--- config.mk ---
export PLATFORM = sky130hd
export DESIGN_NAME = atm_banking
export DESIGN_NICKNAME = d
export VERILOG_FILES = /design/src/rtl/atm_pkg.sv /design/src/rtl/atm_account_store.sv /design/src/rtl/atm_banking.sv
export SDC_FILE = /design/constraint.sdc
export NUM_CORES = 1
export LEC_CHECK = 0
export ABC_AREA = 1
export BUFFER_PORTS_ARGS = -buffer_cell sky130_fd_sc_hd__buf_2
export CAP_MARGIN = 20
export CORE_UTILIZATION = 40
export DETAILED_ROUTE_END_ITERATION = 8
export HOLD_SLACK_MARGIN = 0.15
export PLACE_DENSITY = 0.55
export SYNTH_ARGS = -nofsm -noshare
export SYNTH_HDL_FRONTEND = slang
export SYNTH_SLANG_ARGS = --single-unit
--- constraint.sdc ---
create_clock -name clk -period 7.53 [get_ports clk]
set_input_delay 1.8825 -clock clk [delete_from_list [all_inputs] [get_ports clk]]
set_output_delay 1.8825 -clock clk [all_outputs]
set_load 0.02 [all_outputs]
--- src/rtl/atm_pkg.sv ---
`default_nettype none
// +--------------------------------------------------------------------------+
// | Module   : atm_pkg                                                       |
// | Purpose  : Shared widths, state encoding, opcodes and store reset data   |
// | Revision : 1.0                                                           |
// +--------------------------------------------------------------------------+
package atm_pkg;

    localparam int ACCT_W   = 17;
    localparam int PIN_W    = 17;
    localparam int AMT_W    = 19;
    localparam int NUM_ACCT = 4;
    localparam int IDX_W    = 2;

    localparam logic [AMT_W-1:0] RESET_BAL = 19'd10000;

    typedef enum logic [3:0] {
        ST_IDLE     = 4'd0,
        ST_LANG     = 4'd1,
        ST_PIN      = 4'd2,
        ST_MENU     = 4'd3,
        ST_BALANCE  = 4'd4,
        ST_WITHDRAW = 4'd5,
        ST_DEPOSIT  = 4'd6,
        ST_TRANSFER = 4'd7,
        ST_CHGPIN   = 4'd8,
        ST_RECEIPT  = 4'd9,
        ST_ANOTHER  = 4'd10,
        ST_EXIT     = 4'd11
    } state_t;

    localparam logic [2:0] OP_BALANCE  = 3'b001;
    localparam logic [2:0] OP_WITHDRAW = 3'b010;
    localparam logic [2:0] OP_DEPOSIT  = 3'b011;
    localparam logic [2:0] OP_TRANSFER = 3'b100;
    localparam logic [2:0] OP_CHGPIN   = 3'b101;

    // Bit positions inside the registered status-pulse vector
    localparam int P_RECEIPT  = 0;
    localparam int P_PIN      = 1;
    localparam int P_WITHDRAW = 2;
    localparam int P_DEPOSIT  = 3;
    localparam int P_BALANCE  = 4;
    localparam int P_FINISHED = 5;
    localparam int P_TRANSFER = 6;
    localparam int NUM_PULSE  = 7;

    function automatic logic [ACCT_W-1:0] acct_no(input logic [IDX_W-1:0] idx);
        case (idx)
            2'd0:    acct_no = 17'h01111;
            2'd1:    acct_no = 17'h02222;
            2'd2:    acct_no = 17'h03333;
            default: acct_no = 17'h04444;
        endcase
    endfunction

    function automatic logic [PIN_W-1:0] reset_pin(input logic [IDX_W-1:0] idx);
        case (idx)
            2'd0:    reset_pin = 17'h00123;
            2'd1:    reset_pin = 17'h00456;
            2'd2:    reset_pin = 17'h00789;
            default: reset_pin = 17'h00321;
        endcase
    endfunction

endpackage
`default_nettype wire

--- src/rtl/atm_account_store.sv ---
`default_nettype none
// +--------------------------------------------------------------------------+
// | Module   : atm_account_store                                             |
// | Purpose  : Four-entry account file with own/destination lookup ports    |
// | Revision : 1.0                                                           |
// +--------------------------------------------------------------------------+
module atm_account_store
    import atm_pkg::*;
(
    input  logic              clk,
    input  logic              rst,
    input  logic [ACCT_W-1:0] i_own_acct,
    input  logic [ACCT_W-1:0] i_dst_acct,
    input  logic [IDX_W-1:0]  i_sel_idx,
    output logic              o_own_hit,
    output logic [IDX_W-1:0]  o_own_idx,
    output logic [PIN_W-1:0]  o_own_pin,
    output logic              o_dst_hit,
    output logic [IDX_W-1:0]  o_dst_idx,
    output logic [AMT_W-1:0]  o_dst_bal,
    output logic [AMT_W-1:0]  o_sel_bal,
    input  logic              i_sel_bal_we,
    input  logic [AMT_W-1:0]  i_sel_bal,
    input  logic              i_dst_bal_we,
    input  logic [AMT_W-1:0]  i_dst_bal,
    input  logic              i_pin_we,
    input  logic [PIN_W-1:0]  i_pin
);

    logic [PIN_W-1:0] r_pin [NUM_ACCT];
    logic [AMT_W-1:0] r_bal [NUM_ACCT];

    // Account numbers are fixed, so matching is against constants only
    always_comb begin
        o_own_hit = 1'b0;
        o_own_idx = '0;
        o_dst_hit = 1'b0;
        o_dst_idx = '0;
        for (int i = NUM_ACCT - 1; i >= 0; i--) begin
            if (i_own_acct == acct_no(IDX_W'(i))) begin
                o_own_hit = 1'b1;
                o_own_idx = IDX_W'(i);
            end
            if (i_dst_acct == acct_no(IDX_W'(i))) begin
                o_dst_hit = 1'b1;
                o_dst_idx = IDX_W'(i);
            end
        end
    end

    assign o_own_pin = r_pin[o_own_idx];
    assign o_dst_bal = r_bal[o_dst_idx];
    assign o_sel_bal = r_bal[i_sel_idx];

    always_ff @(posedge clk) begin
        if (rst) begin
            for (int i = 0; i < NUM_ACCT; i++) begin
                r_pin[i] <= reset_pin(IDX_W'(i));
                r_bal[i] <= RESET_BAL;
            end
        end else begin
            if (i_pin_we)     r_pin[i_sel_idx] <= i_pin;
            if (i_sel_bal_we) r_bal[i_sel_idx] <= i_sel_bal;
            if (i_dst_bal_we) r_bal[o_dst_idx] <= i_dst_bal;
        end
    end

endmodule
`default_nettype wire

--- src/rtl/atm_banking.sv ---
`default_nettype none
// +--------------------------------------------------------------------------+
// | Module   : atm_banking                                                   |
// | Purpose  : ATM session sequencer driving the account store and pulses   |
// | Revision : 1.0                                                           |
// +--------------------------------------------------------------------------+
module atm_banking
    import atm_pkg::*;
(
    input  logic              clk,
    input  logic              reset,
    input  logic              Card_in,
    input  logic              Language,
    input  logic              Timer,
    input  logic              money_counting,
    input  logic              another_transaction_bit,
    input  logic [2:0]        opcode,
    input  logic [PIN_W-1:0]  password,
    input  logic [PIN_W-1:0]  new_pin,
    input  logic              allowwithdraw,
    input  logic              take_receipt,
    input  logic              allow_transfer,
    input  logic [ACCT_W-1:0] Pers_Account_No,
    input  logic [ACCT_W-1:0] ur_account,
    input  logic [AMT_W-1:0]  withdraw_amount,
    input  logic [AMT_W-1:0]  Transfer_Amount,
    input  logic [AMT_W-1:0]  deposit_amount,
    output logic              Transfer_Successfully,
    output logic              ATM_Usage_Finished,
    output logic              Balance_Shown,
    output logic              Deposited_Successfully,
    output logic              Withdrew_Successfully,
    output logic              Pin_Changed_Successfully,
    output logic              Receipt_Printed
);

    state_t                 r_state, w_next;
    logic [1:0]             r_fail, w_fail_next;
    logic                   r_lang;
    logic [IDX_W-1:0]       r_own_idx;
    logic [NUM_PULSE-1:0]   r_pulse, w_pulse;

    logic                   w_own_hit, w_dst_hit;
    logic [IDX_W-1:0]       w_own_idx, w_dst_idx;
    logic [PIN_W-1:0]       w_own_pin;
    logic [AMT_W-1:0]       w_dst_bal, w_sel_bal;
    logic                   w_sel_we, w_dst_we, w_pin_we;
    logic [AMT_W-1:0]       w_sel_wdata;
    logic [AMT_W:0]         w_dep_sum, w_xfer_sum;

    atm_account_store u_store (
        .clk          (clk),
        .rst          (reset),
        .i_own_acct   (Pers_Account_No),
        .i_dst_acct   (ur_account),
        .i_sel_idx    (r_own_idx),
        .o_own_hit    (w_own_hit),
        .o_own_idx    (w_own_idx),
        .o_own_pin    (w_own_pin),
        .o_dst_hit    (w_dst_hit),
        .o_dst_idx    (w_dst_idx),
        .o_dst_bal    (w_dst_bal),
        .o_sel_bal    (w_sel_bal),
        .i_sel_bal_we (w_sel_we),
        .i_sel_bal    (w_sel_wdata),
        .i_dst_bal_we (w_dst_we),
        .i_dst_bal    (w_xfer_sum[AMT_W-1:0]),
        .i_pin_we     (w_pin_we),
        .i_pin        (new_pin)
    );

    // One extra bit catches 19-bit overflow on credits
    assign w_dep_sum  = {1'b0, w_sel_bal} + {1'b0, deposit_amount};
    assign w_xfer_sum = {1'b0, w_dst_bal} + {1'b0, Transfer_Amount};

    always_comb begin
        w_next      = r_state;
        w_fail_next = r_fail;
        w_pulse     = '0;
        w_sel_we    = 1'b0;
        w_sel_wdata = w_sel_bal;
        w_dst_we    = 1'b0;
        w_pin_we    = 1'b0;
        if (r_state != ST_IDLE && (!Card_in || Timer)) begin
            w_next = ST_IDLE;
        end else begin
            case (r_state)
                ST_IDLE:  if (Card_in) w_next = ST_LANG;
                ST_LANG:  w_next = ST_PIN;
                ST_PIN: begin
                    if (w_own_hit && password == w_own_pin) begin
                        w_next      = ST_MENU;
                        w_fail_next = 2'd0;
                    end else if (r_fail == 2'd2) begin
                        w_next      = ST_IDLE;
                        w_fail_next = 2'd0;
                    end else begin
                        w_fail_next = r_fail + 2'd1;
                    end
                end
                ST_MENU: begin
                    case (opcode)
                        OP_BALANCE:  w_next = ST_BALANCE;
                        OP_WITHDRAW: w_next = ST_WITHDRAW;
                        OP_DEPOSIT:  w_next = ST_DEPOSIT;
                        OP_TRANSFER: w_next = ST_TRANSFER;
                        OP_CHGPIN:   w_next = ST_CHGPIN;
                        default:     w_next = ST_MENU;
                    endcase
                end
                ST_BALANCE: begin
                    w_pulse[P_BALANCE] = 1'b1;
                    w_next             = ST_RECEIPT;
                end
                ST_WITHDRAW: begin
                    if (allowwithdraw && withdraw_amount <= w_sel_bal) begin
                        w_sel_we            = 1'b1;
                        w_sel_wdata         = w_sel_bal - withdraw_amount;
                        w_pulse[P_WITHDRAW] = 1'b1;
                    end
                    w_next = ST_RECEIPT;
                end
                ST_DEPOSIT: begin
                    if (money_counting) begin
                        if (!w_dep_sum[AMT_W]) begin
                            w_sel_we           = 1'b1;
                            w_sel_wdata        = w_dep_sum[AMT_W-1:0];
                            w_pulse[P_DEPOSIT] = 1'b1;
                        end
                        w_next = ST_RECEIPT;
                    end
                end
                ST_TRANSFER: begin
                    if (allow_transfer && w_dst_hit && w_dst_idx != r_own_idx &&
                        Transfer_Amount <= w_sel_bal && !w_xfer_sum[AMT_W]) begin
                        w_sel_we            = 1'b1;
                        w_sel_wdata         = w_sel_bal - Transfer_Amount;
                        w_dst_we            = 1'b1;
                        w_pulse[P_TRANSFER] = 1'b1;
                    end
                    w_next = ST_RECEIPT;
                end
                ST_CHGPIN: begin
                    w_pin_we       = 1'b1;
                    w_pulse[P_PIN] = 1'b1;
                    w_next         = ST_RECEIPT;
                end
                ST_RECEIPT: begin
                    w_pulse[P_RECEIPT] = take_receipt;
                    w_next             = ST_ANOTHER;
                end
                ST_ANOTHER: w_next = another_transaction_bit ? ST_MENU : ST_EXIT;
                ST_EXIT: begin
                    w_pulse[P_FINISHED] = 1'b1;
                    w_next              = ST_IDLE;
                end
                default: w_next = ST_IDLE;
            endcase
        end
    end

    always_ff @(posedge clk) begin
        if (reset) begin
            r_state   <= ST_IDLE;
            r_fail    <= 2'd0;
            r_lang    <= 1'b0;
            r_own_idx <= '0;
            r_pulse   <= '0;
        end else begin
            r_state <= w_next;
            r_fail  <= w_fail_next;
            r_pulse <= w_pulse;
            if (r_state == ST_LANG && w_next == ST_PIN)
                r_lang <= Language;
            if (r_state == ST_PIN && w_next == ST_MENU)
                r_own_idx <= w_own_idx;
        end
    end

    assign Transfer_Successfully    = r_pulse[P_TRANSFER];
    assign ATM_Usage_Finished       = r_pulse[P_FINISHED];
    assign Balance_Shown            = r_pulse[P_BALANCE];
    assign Deposited_Successfully   = r_pulse[P_DEPOSIT];
    assign Withdrew_Successfully    = r_pulse[P_WITHDRAW];
    assign Pin_Changed_Successfully = r_pulse[P_PIN];
    assign Receipt_Printed          = r_pulse[P_RECEIPT];

endmodule
`default_nettype wire

# Yosys cells after proc, flatten, opt, wreduce, memory -nomap -nowiden
# Memories as Yosys holds them, arrays and structs flattened. A register that Yosys moved wholly into a read port is not among the register bits.
# Cells that the tools add are included.
dict set report word_totals {
  register_bits 15
  mem_bits_rw 144
  out_inout_bits 7
  wordCells 140
  mem_count 2
}
dict set report classes {
  addsub 5
  magnitude_cmp 2
  n_eq_ne 28
  muxes 70
  n_bitwise 4
  n_reduce_logical 22
}
# name depth word_bits rd rd_ports_with_merged_regs write_ports line_no
set mem_list {}
lappend mem_list {u_store.r_bal 4 19 2 1 4 atm_account_store.sv:31} ;# logic [AMT_W-1:0] r_bal [NUM_ACCT];
lappend mem_list {u_store.r_pin 4 17 1 0 4 atm_account_store.sv:30} ;# logic [PIN_W-1:0] r_pin [NUM_ACCT];
# operator n
set op_table {}
lappend op_table {{2-to-1 mux 19 bit} 7}
lappend op_table {{2-to-1 mux 17 bit} 5}
lappend op_table {{== test 17 x 14 -> 1 bit (second input constant)} 4}
lappend op_table {{one-hot mux 19 bit (3 select lines)} 1}
lappend op_table {{adder 19 x 19 -> 20 bit} 2}
lappend op_table {{less-or-equal comparator 19 bit} 2}
lappend op_table {{OR reduction 19 bit} 2}
lappend op_table {{subtractor 19 bit} 2}
lappend op_table {{== test 17 x 13 -> 1 bit (second input constant)} 2}
lappend op_table {{== test 17 x 15 -> 1 bit (second input constant)} 2}
lappend op_table {{2-to-1 mux 1 bit} 33}
lappend op_table {{one-hot mux 4 bit (8 select lines)} 1}
lappend op_table {{2-to-1 mux 2 bit} 15}
lappend op_table {{2-to-1 mux 4 bit} 6}
lappend op_table {{one-hot mux 4 bit (5 select lines)} 1}
lappend op_table {{== test 17 bit} 1}
lappend op_table {{OR reduction 17 bit} 1}
lappend op_table {{== test 4 x 3 -> 1 bit (second input constant)} 4}
lappend op_table {{== test 4 bit (second input constant)} 4}
lappend op_table {{== test 4 x 2 -> 1 bit (second input constant)} 3}
lappend op_table {{OR reduction 3 bit} 3}
lappend op_table {{logical AND 1 bit} 8}
lappend op_table {{== test 3 x 2 -> 1 bit (second input constant)} 2}
lappend op_table {{== test 3 bit (second input constant)} 2}
lappend op_table {{14 further kinds} 18}

# Logic depth before layout (Yosys ltp)
dict set report logic_depth {
  word_depth 17
  depth_mapped 28
}

# Cells and area by module
# From an unflattened synthesis, not the netlist that was laid out.
dict set report unflattened {
  hier_cells 2505
  area_unflattened_um2 15994.1
}
# mod instances cells_per_inst area_each_um2 seq_area_each_um2
set modules_own_cells {}
lappend modules_own_cells {atm_account_store 1 1111 8717.1 4324.1}
lappend modules_own_cells {atm_banking 1 1394 7277.0 300.3}

# Worst setup path after synthesis
# Ideal clock, no wire load.
dict set report synth_timing {
  path_kind {input to register}
  start {in ur_account[15]}
  end {mem u_store.r_bal[1][0] (enable)}
  setup_ns 0.379
  arrival_time_ns 5.481
  slack_ns 1.671
  stages 23
  path_cell_list {or2_1 > buf_6 > nor4_1 > nand3_1 > nand3_1 > inv_1 > clkbuf_1 > a221oi_1 > ha_1 > a21o_1 > a31oi_2 > nor2_1 > nor2_2 > o21ai_1 > nand2_1 > nand3_2 > nor2_4 > nand2_4 > nor2_8 > inv_2 > nor2_4 > inv_1 > nand3_1}
}
# item line_no
set synth_rtl {}
lappend synth_rtl {{start: declaration} atm_banking.sv:24} ;# input logic [ACCT_W-1:0] ur_account,
lappend synth_rtl {{end: declaration} atm_account_store.sv:31}

==> run_results.csv <==
group,metric,value,unit
run_status,status,"complete, no violations",
finish,drive_above_1_share,13.0,%
detailed_routing,wl_per_cell,19.5,µm
detailed_routing,first_iter_violations,1183,
worst_setup_path,cp.arrival,6940,ps
min_path,hold_end,"r_fail[1]",
sta,final_hold_viol_count,0,
power_and_ir_drop,p_leak,0.00743,µW
sta,relSlewSlack,37.8,%
yosys,synth_area_per_cell,7.08,µm²
floorplan,start_util,40.9,%
floorplan,die_w,191,µm
floorplan,ios,145,
cts,cts.sinks,161,
cts,cts_buffer_depth,2,
sta,final-max-slew-violation-count,0,
cts,cts_resized,0,
grt,grt_start_max_net_pins,39,
detailed_routing,drc,0,
floorplan,coreArea,0.0348,mm²
yosys,synth_seq_cells,161,
worst_setup_path,cp_slowest_cell,"a221oi_1",
cts,cts_root_buffer,"clkbuf_16",
yosys,synthCells,2009,
cts,cts_tree,"yes",
sta,setup_viol,0,
yosys,synth_cell_types,54,
yosys,synthTopCellsByArea,"edfxtp_1 (30%), nand2_1 (13%), ha_1 (6.9%), nor2_1 (6.5%), inv_1 (6.4%)",
worst_setup_path,rrSetupSlack,1980,ps
placement,postPlaceCellArea,0.0155,mm²
finish,fillers,3604,
placement,port_buffers,143,
grt,grt_usage,28.1,%
sta,finalCritPeriodShare,90.2,%
yosys,yosys_warnings,0,
run,drv_cap,0,
sta,setup_tns,0,ps
min_path,holdPathStages,2,
worst_setup_path,ff2ff_path_depth,19,
min_path,hp-start,"r_fail[1]",
floorplan,dieArea,0.0363,mm²
worst_setup_path,worstSetupEndpointType,"register",
yosys,synthFlopType,"edfxtp_1",
yosys,syn_nets,2229,
detailed_routing,viasPerCell,5.52,
finish,diodes,0,
cts,cts.htree.levels,4,
floorplan,die_y,191,µm
power_and_ir_drop,peakVddDrop,0.000126,V
worst_setup_path,critPathMaxStageDelay,750,ps
sta,worst_slew_pin_slew,932,ps
finish,syn_to_final_growth,13.5,%
grt,grt_pass1_wl,76800,µm
power_and_ir_drop,power.density,149,mW/mm²
floorplan,fp-row-count,68,
sta,fin_skew,26.1,ps
yosys,synthArstFlopShare,0,%
detailed_routing,wl,51000,µm
cts,clk_transition_reported_paths,70,ps
cts,hold_buffers,0,
detailed_routing,vias,14500,
yosys,yosysTopAreaCell,"edfxtp_1",
grt,grt_pass1_vias,13600,
sta,finalCriticalPeriod,6790,ps
yosys,synthesis.area,0.0142,mm²
cts,cts-buffers-inserted,17,
worst_setup_path,path_common_cell,"nand3_1",
finish,finalNetCount,2370,
worst_setup_path,worst-path-max-fanout,11,
yosys,yosysTopAreaCellShare,30.4,%
worst_setup_path,crit_buf_inv,5,
placement,hpwl,39000,µm
min_path,hold_path_class,"register to register",
detailed_routing,final_antenna_net_count,0,
finish,finish.instance_area,0.0161,mm²
worst_setup_path,crit_chain,"buf_2 > nor2_1 > nand3_1 > inv_1 > nand3_1 > nand3_1 > inv_1 > buf_4 > a221oi_1 > ha_1 > nand2_1 > nand2_1 > a21oi_1 > nor2_1 > nor2_1 > o21ai_1 > nand2_1 > nand3_2 > nor2_4 > nand2_4 > nand3_4 > nand3_2 > nand3_1 > buf_4",
worst_setup_path,cp.required,7670,ps
yosys,ys_seq_area_share,32.8,%
placement,gp_congestion,0.905,
yosys,synth_edf_count,144,
grt,antenna_found_initial,0,
detailed_routing,firstDrtPassIters,7,
worst_setup_path,reg2reg_to,"u_store.r_bal[2][10]",
cts,postCtsSetupBuffers,0,
cts,clkLatencyLatePin,450,ps
worst_setup_path,worstSetupPathType,"primary input to register",
sta,max_freq,147,MHz
worst_setup_path,worstSetupStartpointType,"primary input",
grt,overflow,0,
sta,rsz0062_at_grt,"false",
worst_setup_path,critPathTopFamily,"simple AND/OR/NAND/NOR gates",
## worst max path at each step
stage                               from                    to  slack (ps)  cells after the start
final                     ur_account[11]  u_store.r_bal[2][10]         740                     24
after global routing      ur_account[16]   u_store.r_bal[1][0]         600                     26
after CTS                  ur_account[4]  u_store.r_bal[2][10]        1020                     26
after detailed placement   ur_account[4]  u_store.r_bal[2][14]         600                     26
after global placement    ur_account[11]  u_store.r_bal[2][14]         660                     24
after floorplan           ur_account[15]   u_store.r_bal[1][0]        1670                     23
## area by class of cell
type                            instances  area (µm²)  share of cell area, %
Sequential cell                       161        4660                   28.9
Multi-Input combinational cell       1529        8270                   51.3
Tap cell                              455         569                   3.53
Inverter                              264         991                   6.14
Clock inverter                         15         205                   1.27
Timing Repair Buffer                  177        1010                   6.26
Clock buffer                           17         425                   2.64
## cell usage after synthesis (17+ instances only)
cell and count:
nand2_1 506, nor2_1 245, inv_1 244, nand3_1 147
edfxtp_1 144, a21oi_1 112, ha_1 78, o21ai_0 73
nor3_1 48, xor2_1 38, nand4_1 32, xnor2_1 31
clkbuf_1 30, nand3b_1 24, a221oi_1 21, or2_2 21
a32oi_1 19, o22ai_1 19, o211ai_1 18, dfxtp_1 17
## through the flow
stage	util (%)	hold WS, ps	power (µW)	worst slack [ps]	instances
after floorplan	-	454	1310	1670	2009
after global placement	44.4	464	1480	657	2584
after detailed placement	44.5	474	1490	597	2585
after CTS	46.3	490	2410	1020	2617
after global routing	46.4	517	2500	597	2618
final	46.4	481	2410	737	2618
## kinds of logic after synthesis
family	count (synthesis)	share of synthesized area (%)
buffers and inverters	319	9.13
AND/OR/NAND/NOR	1073	33.3
XOR/XNOR	69	4.25
flip-flops	161	32.8
AO/OA/AOI/OAI	305	13.1
adder cells (fa/ha/maj)	82	7.42
## worst reg2reg max path, delay by kind of cell, from the launching register on
kind / cells / cell delay (ps)
AO/OA/AOI/OAI: 1 / 490
adder cells (fa/ha/maj): 1 / 450
buffers and inverters: 5 / 1970
flip-flops: 1 / 310
AND/OR/NAND/NOR: 12 / 2030
## registers in the layout, summed over array words and instances, names as in the netlist, named ones only
signal         flops
u_store.r_bal     76
u_store.r_pin     68
r_pulse            7
r_state            4
r_fail             2
r_own_idx          2
## power breakdown
part,internal (µW),leakage (µW),switching [µW]
registers,989,0.00149,8.28
clock network,486,0.000306,447
logic,159,0.00563,320
## layout by cell type, fill, tap and decap left out, types with 4 or more instances in the layout
| master | netlist | routed |
|---|---|---|
| buf_4 | 4 | 31 |
| nand3_2 | 8 | 8 |
| o21bai_1 | 8 | 8 |
| nand3b_1 | 24 | 24 |
| a31oi_1 | 9 | 9 |
| xor2_1 | 38 | 38 |
| a221oi_1 | 21 | 21 |
| dfxtp_1 | 17 | 17 |
| clkbuf_16 | 0 | 17 |
| ha_1 | 78 | 78 |
| fa_1 | 4 | 4 |
| nor2_1 | 245 | 245 |
| nor3_1 | 48 | 48 |
| o211ai_1 | 18 | 18 |
| clkinv_1 | 5 | 5 |
| nand2_2 | 6 | 6 |
| a21o_1 | 8 | 8 |
| o21ai_0 | 73 | 72 |
| inv_1 | 244 | 244 |
| or2_2 | 21 | 21 |
| edfxtp_1 | 144 | 144 |
| nor2_2 | 6 | 6 |
| nor4_1 | 16 | 16 |
| nand4_1 | 32 | 32 |
| xnor2_1 | 31 | 31 |
| o22ai_1 | 19 | 19 |
| inv_6 | 0 | 4 |
| a32oi_1 | 19 | 19 |
| nand3_1 | 147 | 147 |
| inv_2 | 15 | 15 |
| a21oi_1 | 112 | 112 |
| clkinv_8 | 0 | 5 |
| nand2_1 | 506 | 506 |
| buf_2 | 8 | 143 |
## per-layer routing
metal  routed length [µm]  GRT usage [%]  share of wire (%)
met1                22000           36.4                 43
met2                23800           47.1                 47
met3                 3440           3.92                6.7
met4                 1720           11.1                3.4
met5                    0              0                  0
Power figures use the tool's default switching activity.
